File: src/rtl/prio_arb_pkg.sv
// Shared types and helpers for the round-robin priority arbiter.
package prio_arb_pkg;

    // Arbiter FSM: waiting for requests, or holding a grant until ack/withdrawal.
    typedef enum logic {
        ST_IDLE  = 1'b0,
        ST_GRANT = 1'b1
    } arb_state_e;

    // Selection index width; never below 1 so that N=2 still gets a real bit.
    function automatic int sel_width(input int n);
        return (n <= 2) ? 1 : $clog2(n);
    endfunction

endpackage

File: src/rtl/rr_prio_pick.sv
// Combinational picker: lowest priority value wins, ties resolved by rotation
// order starting just after the last acknowledged source.
module rr_prio_pick
    import prio_arb_pkg::*;
#(
    parameter int N         = 8,
    parameter int PRIO_BITS = 3,
    localparam int SEL_W    = sel_width(N)
) (
    input  logic [N-1:0]           req,
    input  logic [N*PRIO_BITS-1:0] prio,
    input  logic [SEL_W-1:0]       last,
    output logic                   any,
    output logic [SEL_W-1:0]       sel,
    output logic [PRIO_BITS-1:0]   prio_min
);

    logic [PRIO_BITS-1:0] prio_arr [N];
    int                   idx;
    logic [SEL_W-1:0]     idx_s;

    for (genvar k = 0; k < N; k++) begin : g_unpack
        assign prio_arr[k] = prio[k*PRIO_BITS +: PRIO_BITS];
    end

    // Rotated linear scan; strict less-than keeps the first tied source found.
    always_comb begin
        any      = 1'b0;
        sel      = '0;
        prio_min = '0;
        idx      = 0;
        idx_s    = '0;
        for (int i = 0; i < N; i++) begin
            idx   = (int'(last) + 1 + i) % N;
            idx_s = SEL_W'(idx);
            if (req[idx_s] && (!any || (prio_arr[idx_s] < prio_min))) begin
                any      = 1'b1;
                sel      = idx_s;
                prio_min = prio_arr[idx_s];
            end
        end
    end

endmodule

File: src/rtl/prio_arbiter_rr.sv
// Registered N-source priority arbiter with grant/ack handshake.
// Handshake: in IDLE any request is captured on the next edge and the grant is
// held frozen (gnt_valid_o=1) until ack_i=1 at an edge (completes, rotation
// advances) or the granted source drops its request (withdrawn, no rotation).
// ack_i wins over a simultaneous drop. One idle cycle separates grants.
module prio_arbiter_rr
    import prio_arb_pkg::*;
#(
    parameter int N         = 8,
    parameter int PRIO_BITS = 3,
    localparam int SEL_W    = sel_width(N)
) (
    input  logic                   clk_i,
    input  logic                   rst_i,
    input  logic [N-1:0]           req_i,
    input  logic [N*PRIO_BITS-1:0] prio_i,
    input  logic                   ack_i,
    output logic                   gnt_valid_o,
    output logic [SEL_W-1:0]       gnt_sel_o,
    output logic [PRIO_BITS-1:0]   gnt_prio_o,
    output logic [N-1:0]           gnt_onehot_o
);

    localparam logic [N-1:0]     ONE      = {{(N-1){1'b0}}, 1'b1};
    localparam logic [SEL_W-1:0] LAST_RST = SEL_W'(N - 1);

    arb_state_e           state_q, state_d;
    logic [SEL_W-1:0]     last_q, last_d;
    logic                 valid_q, valid_d;
    logic [SEL_W-1:0]     sel_q, sel_d;
    logic [PRIO_BITS-1:0] prio_q, prio_d;
    logic [N-1:0]         onehot_q, onehot_d;

    logic                 pick_any;
    logic [SEL_W-1:0]     pick_sel;
    logic [PRIO_BITS-1:0] pick_prio;

    rr_prio_pick #(
        .N         (N),
        .PRIO_BITS (PRIO_BITS)
    ) u_pick (
        .req      (req_i),
        .prio     (prio_i),
        .last     (last_q),
        .any      (pick_any),
        .sel      (pick_sel),
        .prio_min (pick_prio)
    );

    // Next-state and next-output logic; grant fields are frozen while held.
    always_comb begin
        state_d = state_q;
        last_d  = last_q;
        valid_d = valid_q;
        sel_d   = sel_q;
        prio_d  = prio_q;
        case (state_q)
            ST_IDLE: begin
                if (pick_any) begin
                    state_d = ST_GRANT;
                    valid_d = 1'b1;
                    sel_d   = pick_sel;
                    prio_d  = pick_prio;
                end
            end
            ST_GRANT: begin
                if (ack_i) begin
                    last_d  = sel_q;
                    state_d = ST_IDLE;
                    valid_d = 1'b0;
                    sel_d   = '0;
                    prio_d  = '0;
                end else if (!req_i[sel_q]) begin
                    state_d = ST_IDLE;
                    valid_d = 1'b0;
                    sel_d   = '0;
                    prio_d  = '0;
                end
            end
            default: begin
                state_d = ST_IDLE;
                valid_d = 1'b0;
                sel_d   = '0;
                prio_d  = '0;
            end
        endcase
        onehot_d = valid_d ? (ONE << sel_d) : '0;
    end

    // State, rotation pointer and grant registers; async reset drops any grant.
    always_ff @(posedge clk_i or posedge rst_i) begin
        if (rst_i) begin
            state_q  <= ST_IDLE;
            last_q   <= LAST_RST;
            valid_q  <= 1'b0;
            sel_q    <= '0;
            prio_q   <= '0;
            onehot_q <= '0;
        end else begin
            state_q  <= state_d;
            last_q   <= last_d;
            valid_q  <= valid_d;
            sel_q    <= sel_d;
            prio_q   <= prio_d;
            onehot_q <= onehot_d;
        end
    end

    assign gnt_valid_o  = valid_q;
    assign gnt_sel_o    = sel_q;
    assign gnt_prio_o   = prio_q;
    assign gnt_onehot_o = onehot_q;

endmodule

File: config.mk
export PLATFORM = sky130hd
export DESIGN_NAME = prio_arbiter_rr
export DESIGN_NICKNAME = d
export VERILOG_FILES = /design/src/rtl/prio_arb_pkg.sv /design/src/rtl/rr_prio_pick.sv /design/src/rtl/prio_arbiter_rr.sv
export SDC_FILE = /design/constraint.sdc
export NUM_CORES = 1
export LEC_CHECK = 0
export CORE_MARGIN = 2
export CORE_UTILIZATION = 30
export CTS_BUF_LIST = sky130_fd_sc_hd__clkbuf_8
export DETAILED_ROUTE_END_ITERATION = 12
export PLACE_DENSITY = 0.58
export SLEW_MARGIN = 5
export SYNTH_ARGS = -nofsm -noshare
export SYNTH_HDL_FRONTEND = slang
export SYNTH_SLANG_ARGS = --single-unit
File: constraint.sdc
create_clock -name clk_i -period 15.6 [get_ports clk_i]
set_input_delay 4.68 -clock clk_i [delete_from_list [all_inputs] [get_ports clk_i]]
set_output_delay 4.68 -clock clk_i [all_outputs]
set_load 0.05 [all_outputs]
# Word level (Yosys, flattened, before mapping)
# Cells that the tools add are included.
[op_classes] addsub=8 n_lt_le_gt_ge=24 n_eq_ne=2 shifts=1 n_mux=83 bitwise_logic=9 reduce_logical=23
[ops] operator="2-to-1 mux 3 bit" count=38
[ops] operator="binary-select mux 3 bit (select 3 bit)" count=8
[ops] operator="less-than comparator 3 x 4 -> 1 bit, second input constant" count=9
[ops] operator="greater-or-equal comparator 4 bit, second input constant" count=8
[ops] operator="inverter 3 -> 4 bit" count=8
[ops] operator="binary-select mux 1 bit (select 3 bit)" count=9
[ops] operator="2-to-1 mux 1 bit" count=23
[ops] operator="less-than comparator 3 bit" count=7
[ops] operator="adder 3 bit, second input constant" count=4
[ops] operator="case mux 3 bit (2 select lines)" count=2
[ops] operator="2-to-1 mux 8 bit" count=1
[ops] operator="left shift 1 x 3 -> 8 bit, first input constant" count=1
[ops] operator="logical AND 1 bit" count=7
[ops] operator="zero test 1 bit" count=7
[ops] operator="logical OR 1 bit" count=7
[ops] operator="adder 3 x 1 -> 3 bit, second input constant" count=2
[ops] operator="adder 3 x 2 -> 3 bit, second input constant" count=2
[ops] operator="case mux 1 bit (2 select lines)" count=2
[ops] operator="AND reduction 2 bit" count=2
[ops] operator="inequality test 3 bit, second input constant" count=1
[ops] operator="inequality test 2 bit, second input constant" count=1
[ops] operator="inverter 1 bit" count=1
[totals] register_bits=19 out_inout_bits=15 word_cells=156

# Logic depth before layout (Yosys ltp)
[depth] ltp_word=38 mapped_depth=74 ltp_nobuf=65

# Modules after synthesis
# A second synthesis with hierarchy kept.
[unflattened] hier_cells=427 hier_area_um2=3719.8
[by_module_without_submodules] module="rr_prio_pick" n_inst=1 cells_per_inst=354 area_per_inst_um2=2821.5 seq_area_each_um2=0.0
[by_module_without_submodules] module="prio_arbiter_rr" n_inst=1 cells_per_inst=73 area_per_inst_um2=898.4 seq_area_each_um2=479.2

# Worst setup path before layout
# OpenSTA, ideal clock, no wires.
[synth_path] path_kind="input-to-reg" from="input req_i[5]" to="register onehot_q[4], in the netlist gnt_onehot_o[4]" arrival_time_ps=15440 slack_ps=54 stages=58 path_cell_list="clkbuf_1 -> mux2_2 -> mux4_2 -> nand2_1 -> ha_1 -> a21o_1 -> a21oi_2 -> and2_1 -> a21oi_1 -> ha_1 -> o21a_1 -> nor2_1 -> nand2_1 -> o31ai_2 -> a21oi_1 -> nor2_1 -> a21oi_1 -> inv_1 -> [22 not listed] -> ha_1 -> a21oi_1 -> a21boi_0 -> a21oi_2 -> o21ai_0 -> o31a_4 -> a211o_1 -> a21boi_0 -> ha_1 -> a21oi_1 -> nand2_1 -> o21bai_1 -> a31oi_2 -> nand2_1 -> buf_2 -> a31oi_1 -> o2111ai_1 -> nor4b_1"
[synth_via] elab_chain_cells=35 word_cells_on_any_way=79 classes_between="order compare (7); shift (1); mux (50); reduce/logical (21)"
[synth_rtl] element="start, declared" line_no="prio_arbiter_rr.sv:15" source="input logic [N-1:0] req_i,"
[synth_rtl] element="binary-select mux 1 bit (select 3 bit)" line_no="rr_prio_pick.sv:36" source="if (req[idx_s] && (!any || (prio_arr[idx_s] < prio_min))) begin"
[synth_rtl] element="2-to-1 mux 1 bit (implied by the code)" line_no="rr_prio_pick.sv:36"
[synth_rtl] element="2-to-1 mux 3 bit or 2-to-1 mux 1 bit (tied branches)" line_no="rr_prio_pick.sv:36"
[synth_rtl] element="less-than comparator 3 bit or zero test 1 bit (tied branches)" line_no="rr_prio_pick.sv:36"
[synth_rtl] element="logical OR 1 bit" line_no="rr_prio_pick.sv:36"
[synth_rtl] element="logical AND 1 bit" line_no="rr_prio_pick.sv:36"
[synth_rtl] element="2-to-1 mux 3 bit or 2-to-1 mux 1 bit (tied branches)" line_no="rr_prio_pick.sv:36"
[synth_rtl] element="less-than comparator 3 bit or zero test 1 bit (tied branches)" line_no="rr_prio_pick.sv:36"
[synth_rtl] element="[21 not listed]"
[synth_rtl] element="logical AND 1 bit" line_no="rr_prio_pick.sv:36"
[synth_rtl] element="2-to-1 mux 3 bit or 2-to-1 mux 1 bit (tied branches)" line_no="rr_prio_pick.sv:36"
[synth_rtl] element="2-to-1 mux 3 bit" line_no="prio_arbiter_rr.sv:59" source="if (pick_any) begin"
[synth_rtl] element="case mux 3 bit (2 select lines) *" line_no="prio_arbiter_rr.sv:57" source="case (state_q)"
[synth_rtl] element="via sel_d[0]" line_no="prio_arbiter_rr.sv:30" source="logic [SEL_W-1:0] sel_q, sel_d;"
[synth_rtl] element="left shift 1 x 3 -> 8 bit *" line_no="prio_arbiter_rr.sv:87" source="onehot_d = valid_d ? (ONE << sel_d) : '0;"
[synth_rtl] element="2-to-1 mux 8 bit *" line_no="prio_arbiter_rr.sv:87"
[synth_rtl] element="via onehot_d[4]" line_no="prio_arbiter_rr.sv:32" source="logic [N-1:0] onehot_q, onehot_d;"
[synth_rtl] element="end signal, assigned" line_no="prio_arbiter_rr.sv:105" source="onehot_q <= onehot_d;"
[synth_rtl] element="end, declared" line_no="prio_arbiter_rr.sv:32"
# The timed path passes the listed nets; every way through them passes the cells marked *. The select of a mux whose other input is x is not followed.
# A chain may end at the register's enable or synchronous reset.

# Worst setup path after layout
[layout_path] from="input prio_i[14]" to="register onehot_q[6], in the netlist gnt_onehot_o[6]"
[layout_via] elab_chain_cells=36 word_cells_on_any_way=78 classes_between="order compare (7); shift (1); mux (50); reduce/logical (20)"
[layout_rtl] element="start, declared" line_no="prio_arbiter_rr.sv:16" source="input logic [N*PRIO_BITS-1:0] prio_i,"
[layout_rtl] element="binary-select mux 3 bit (select 3 bit)"
[layout_rtl] element="2-to-1 mux 3 bit (implied by the code)" line_no="rr_prio_pick.sv:39" source="prio_min = prio_arr[idx_s];"
[layout_rtl] element="2-to-1 mux 3 bit"
[layout_rtl] element="2-to-1 mux 3 bit" line_no="rr_prio_pick.sv:36"
[layout_rtl] element="less-than comparator 3 bit" line_no="rr_prio_pick.sv:36"
[layout_rtl] element="logical OR 1 bit" line_no="rr_prio_pick.sv:36"
[layout_rtl] element="logical AND 1 bit" line_no="rr_prio_pick.sv:36"
[layout_rtl] element="2-to-1 mux 3 bit or 2-to-1 mux 1 bit (tied branches)" line_no="rr_prio_pick.sv:36"
[layout_rtl] element="[21 not listed]"
[layout_rtl] element="logical OR 1 bit" line_no="rr_prio_pick.sv:36"
[layout_rtl] element="logical AND 1 bit" line_no="rr_prio_pick.sv:36"
[layout_rtl] element="2-to-1 mux 3 bit or 2-to-1 mux 1 bit (tied branches)" line_no="rr_prio_pick.sv:36"
[layout_rtl] element="2-to-1 mux 3 bit" line_no="prio_arbiter_rr.sv:59"
[layout_rtl] element="case mux 3 bit (2 select lines)" line_no="prio_arbiter_rr.sv:57"
[layout_rtl] element="left shift 1 x 3 -> 8 bit" line_no="prio_arbiter_rr.sv:87"
[layout_rtl] element="2-to-1 mux 8 bit *" line_no="prio_arbiter_rr.sv:87"
[layout_rtl] element="via onehot_d[6]" line_no="prio_arbiter_rr.sv:32"
# Marked as above.

==> flow_metrics.py <==
metrics = {
    "outcome": {
        "run_status": "finished clean",
    },
    "sta": {
        "setup_tns_ns": 0,
        "fin_crit_ns": 15.28,
        "setup_viol_count_final": 0,
        "period_share_pct": 97.9,
        "max_freq_mhz": 65.4,
        "tightest_slew_ns": 1.18,
        "finalHoldViolCount": 0,
        "relSlewSlack_pct": 20.5,
        "slew_viol_final": 0,
        "fin_skew_ns": 0.00227,
    },
    "cts": {
        "cts_sinks": 19,
        "clock_latency_ns": 0.26,
        "clockBufferDepth": 2,
        "cts_root_buf": "clkbuf_8",
        "cts_tree": "yes",
        "cts-buffers-inserted": 3,
        "path_clk_slew_ns": 0.07,
        "htreeDepth": 1,
    },
    "global_routing": {
        "grt_max_degree": 45,
        "met2_usage_pct": 31.2,
        "grt_util_met1_pct": 27.3,
        "grt.busiest_layer": "met2",
        "first_global_vias": 4374,
        "grt_antenna_before_repair": 0,
        "grt_first_pass_wirelength_mm": 22.9,
        "grt_use_total_pct": 19.4,
        "grtUsageMet3_pct": 1.56,
        "overflow": 0,
    },
    "yosys": {
        "ys.warnings.count": 0,
        "syn_area_um2": 4080,
        "synth.area.top_cells": "mux4_2, dfrtp_1, nand2_1",
        "yosysMostFrequentCell": "nand2_1",
        "syn_inst": 494,
        "async_flop_share_pct": 100,
        "synth_ff_type": "dfrtp_1",
        "synthDistinctLibCells": 80,
        "synth_seq_cells": 19,
        "ys_seq_area_share_pct": 11.7,
        "syn_nets": 545,
        "avgSynthCellArea_um2": 8.26,
        "yosys-top-cells-count": "nand2_1, a21oi_1, nor2_1",
        "synth_edf_count": 0,
        "yosysTopAreaCell": "mux4_2",
        "netlist.area_leader.share_pct": 11.0,
    },
    "die": {
        "die_w_um": 121,
        "coreArea_um2": 13200,
        "die_area_um2": 14600,
        "fp-row-count": 42,
        "initial_utilization_pct": 30.8,
        "die_h_um": 121,
        "ios": 50,
    },
    "route": {
        "vias_per_cell": 5.75,
        "vias": 4655,
        "drt_iter0_markers": 381,
        "first_pass_iters": 5,
        "routedWlPerCell_um": 18.7,
        "wl_mm": 15.1,
        "drtAntennaViolNets": 0,
        "drc": 0,
    },
    "finish": {
        "nNetsFinal": 685,
        "num_antenna_cells": 0,
        "drive_gt1_share_pct": 41.4,
        "fillers": 1299,
        "area_delta_synth_final_pct": 50.3,
    },
    "setup_path": {
        "arrival_ns": 15.43,
        "cpMaxStageDelayCell": "clkdlybuf4s50_1",
        "end_kind": "flop",
        "critPathKind": "input port to flop",
        "cp-start-kind": "input port",
        "critPathMaxFanout": 7,
        "slowest_delay_ns": 0.49,
        "crit_required_ns": 15.75,
    },
    "placement": {
        "port_buffers": 49,
        "hpwl_mm": 11.0,
        "place_congestion": 0.943,
    },
    "min_path": {
        "min_path_type": "flop to flop",
    },
    "flow_run": {
        "drv_cap": 0,
    },
}
## timing repair
action,4_1_cts,5_1_grt
hold buffers,0,0
gates cloned,0,0
endpoints found under the setup margin,14,14
pin swaps,8,46
resized for setup,24,110
setup buffers,13,23
## sequential cells by signal (all words and copies together) (netlist names)
name,count
last_q,3
gnt_sel_o,3
state_q,1
gnt_onehot_o,8
gnt_valid_o,1
gnt_prio_o,3
## cell families after synthesis
logic type / after synthesis / share of synthesized area, %
simple gates: 172 / 20.2
buf+inv: 44 / 5.40
compound gates: 167 / 30.7
fa+ha+maj: 16 / 4.90
mux: 70 / 24.6
xor+xnor: 6 / 2.48
flops: 19 / 11.7
## per-stage QoR
step | instances | utilization [%] | hold slack [ns] | cell area [um2] | setup slack (ns)
global route | 809 | 46.3 | 0.528 | 6130 | -0.191
detailed placement | 769 | 39.5 | 0.496 | 5240 | -0.843
global placement | 769 | 39.5 | 0.494 | 5240 | -0.371
CTS | 786 | 41.3 | 0.516 | 5470 | 0.0150
finish | 809 | 46.3 | 0.510 | 6130 | 0.320
floorplan | 494 | - | 0.615 | 4080 | 0.0538
## worst paths after layout
path	from	end	slack [ns]	cells after the start
max in group asynchronous	rst_i	gnt_prio_o[0]	10.32	2
worst min register to register	gnt_prio_o[0]	gnt_prio_o[0]	0.51	1
worst max register to register	last_q[0]	gnt_onehot_o[6]	2.86	61
worst max-delay path	prio_i[14]	gnt_onehot_o[6]	0.32	60
worst min-delay path	gnt_prio_o[0]	gnt_prio_o[0]	0.51	1
min in group asynchronous	rst_i	gnt_valid_o	4.84	2
## critical path, delay by kind of cell
kind / cells / cell delay, ns
simple gates: 13 / 1.85
mux: 4 / 0.83
fa+ha+maj: 7 / 1.84
buf+inv: 5 / 0.95
compound gates: 31 / 5.23
## cell type report
class / count / area, um2 / area share [%]
repair buffers: 167 / 1430 / 23.3
clock inverters: 1 / 5.00 / 0.0816
flip-flops and latches: 19 / 479 / 7.81
well taps: 176 / 220 / 3.59
clock buffers: 3 / 41.3 / 0.673
multi-input cells: 431 / 3920 / 63.9
inverters: 12 / 45.0 / 0.734
## metal layers
| layer | vias up | routed length, um |
|---|---|---|
| met5 | - | 0 |
| met2 | 193 | 6930 |
| met3 | 42 | 888 |
| met4 | 0 | 599 |
| met1 | 2234 | 6720 |
| li1 | 2186 | - |
## cell usage in the layout, fill, tap and decap left out, types with 12 or more instances in the layout
cell and instances:
nor2_1 24, dlymetal6s2s_1 17, mux2_2 15, a21oi_2 12
nand2_1 67, clkdlybuf4s50_1 32, dfrtp_1 16, o21ai_0 22
mux4_2 20, buf_4 116, a21oi_1 25, mux2i_1 20
Power is not shown: default switching activity piles up to over one toggle a cycle in this logic, so the estimate is an artifact.
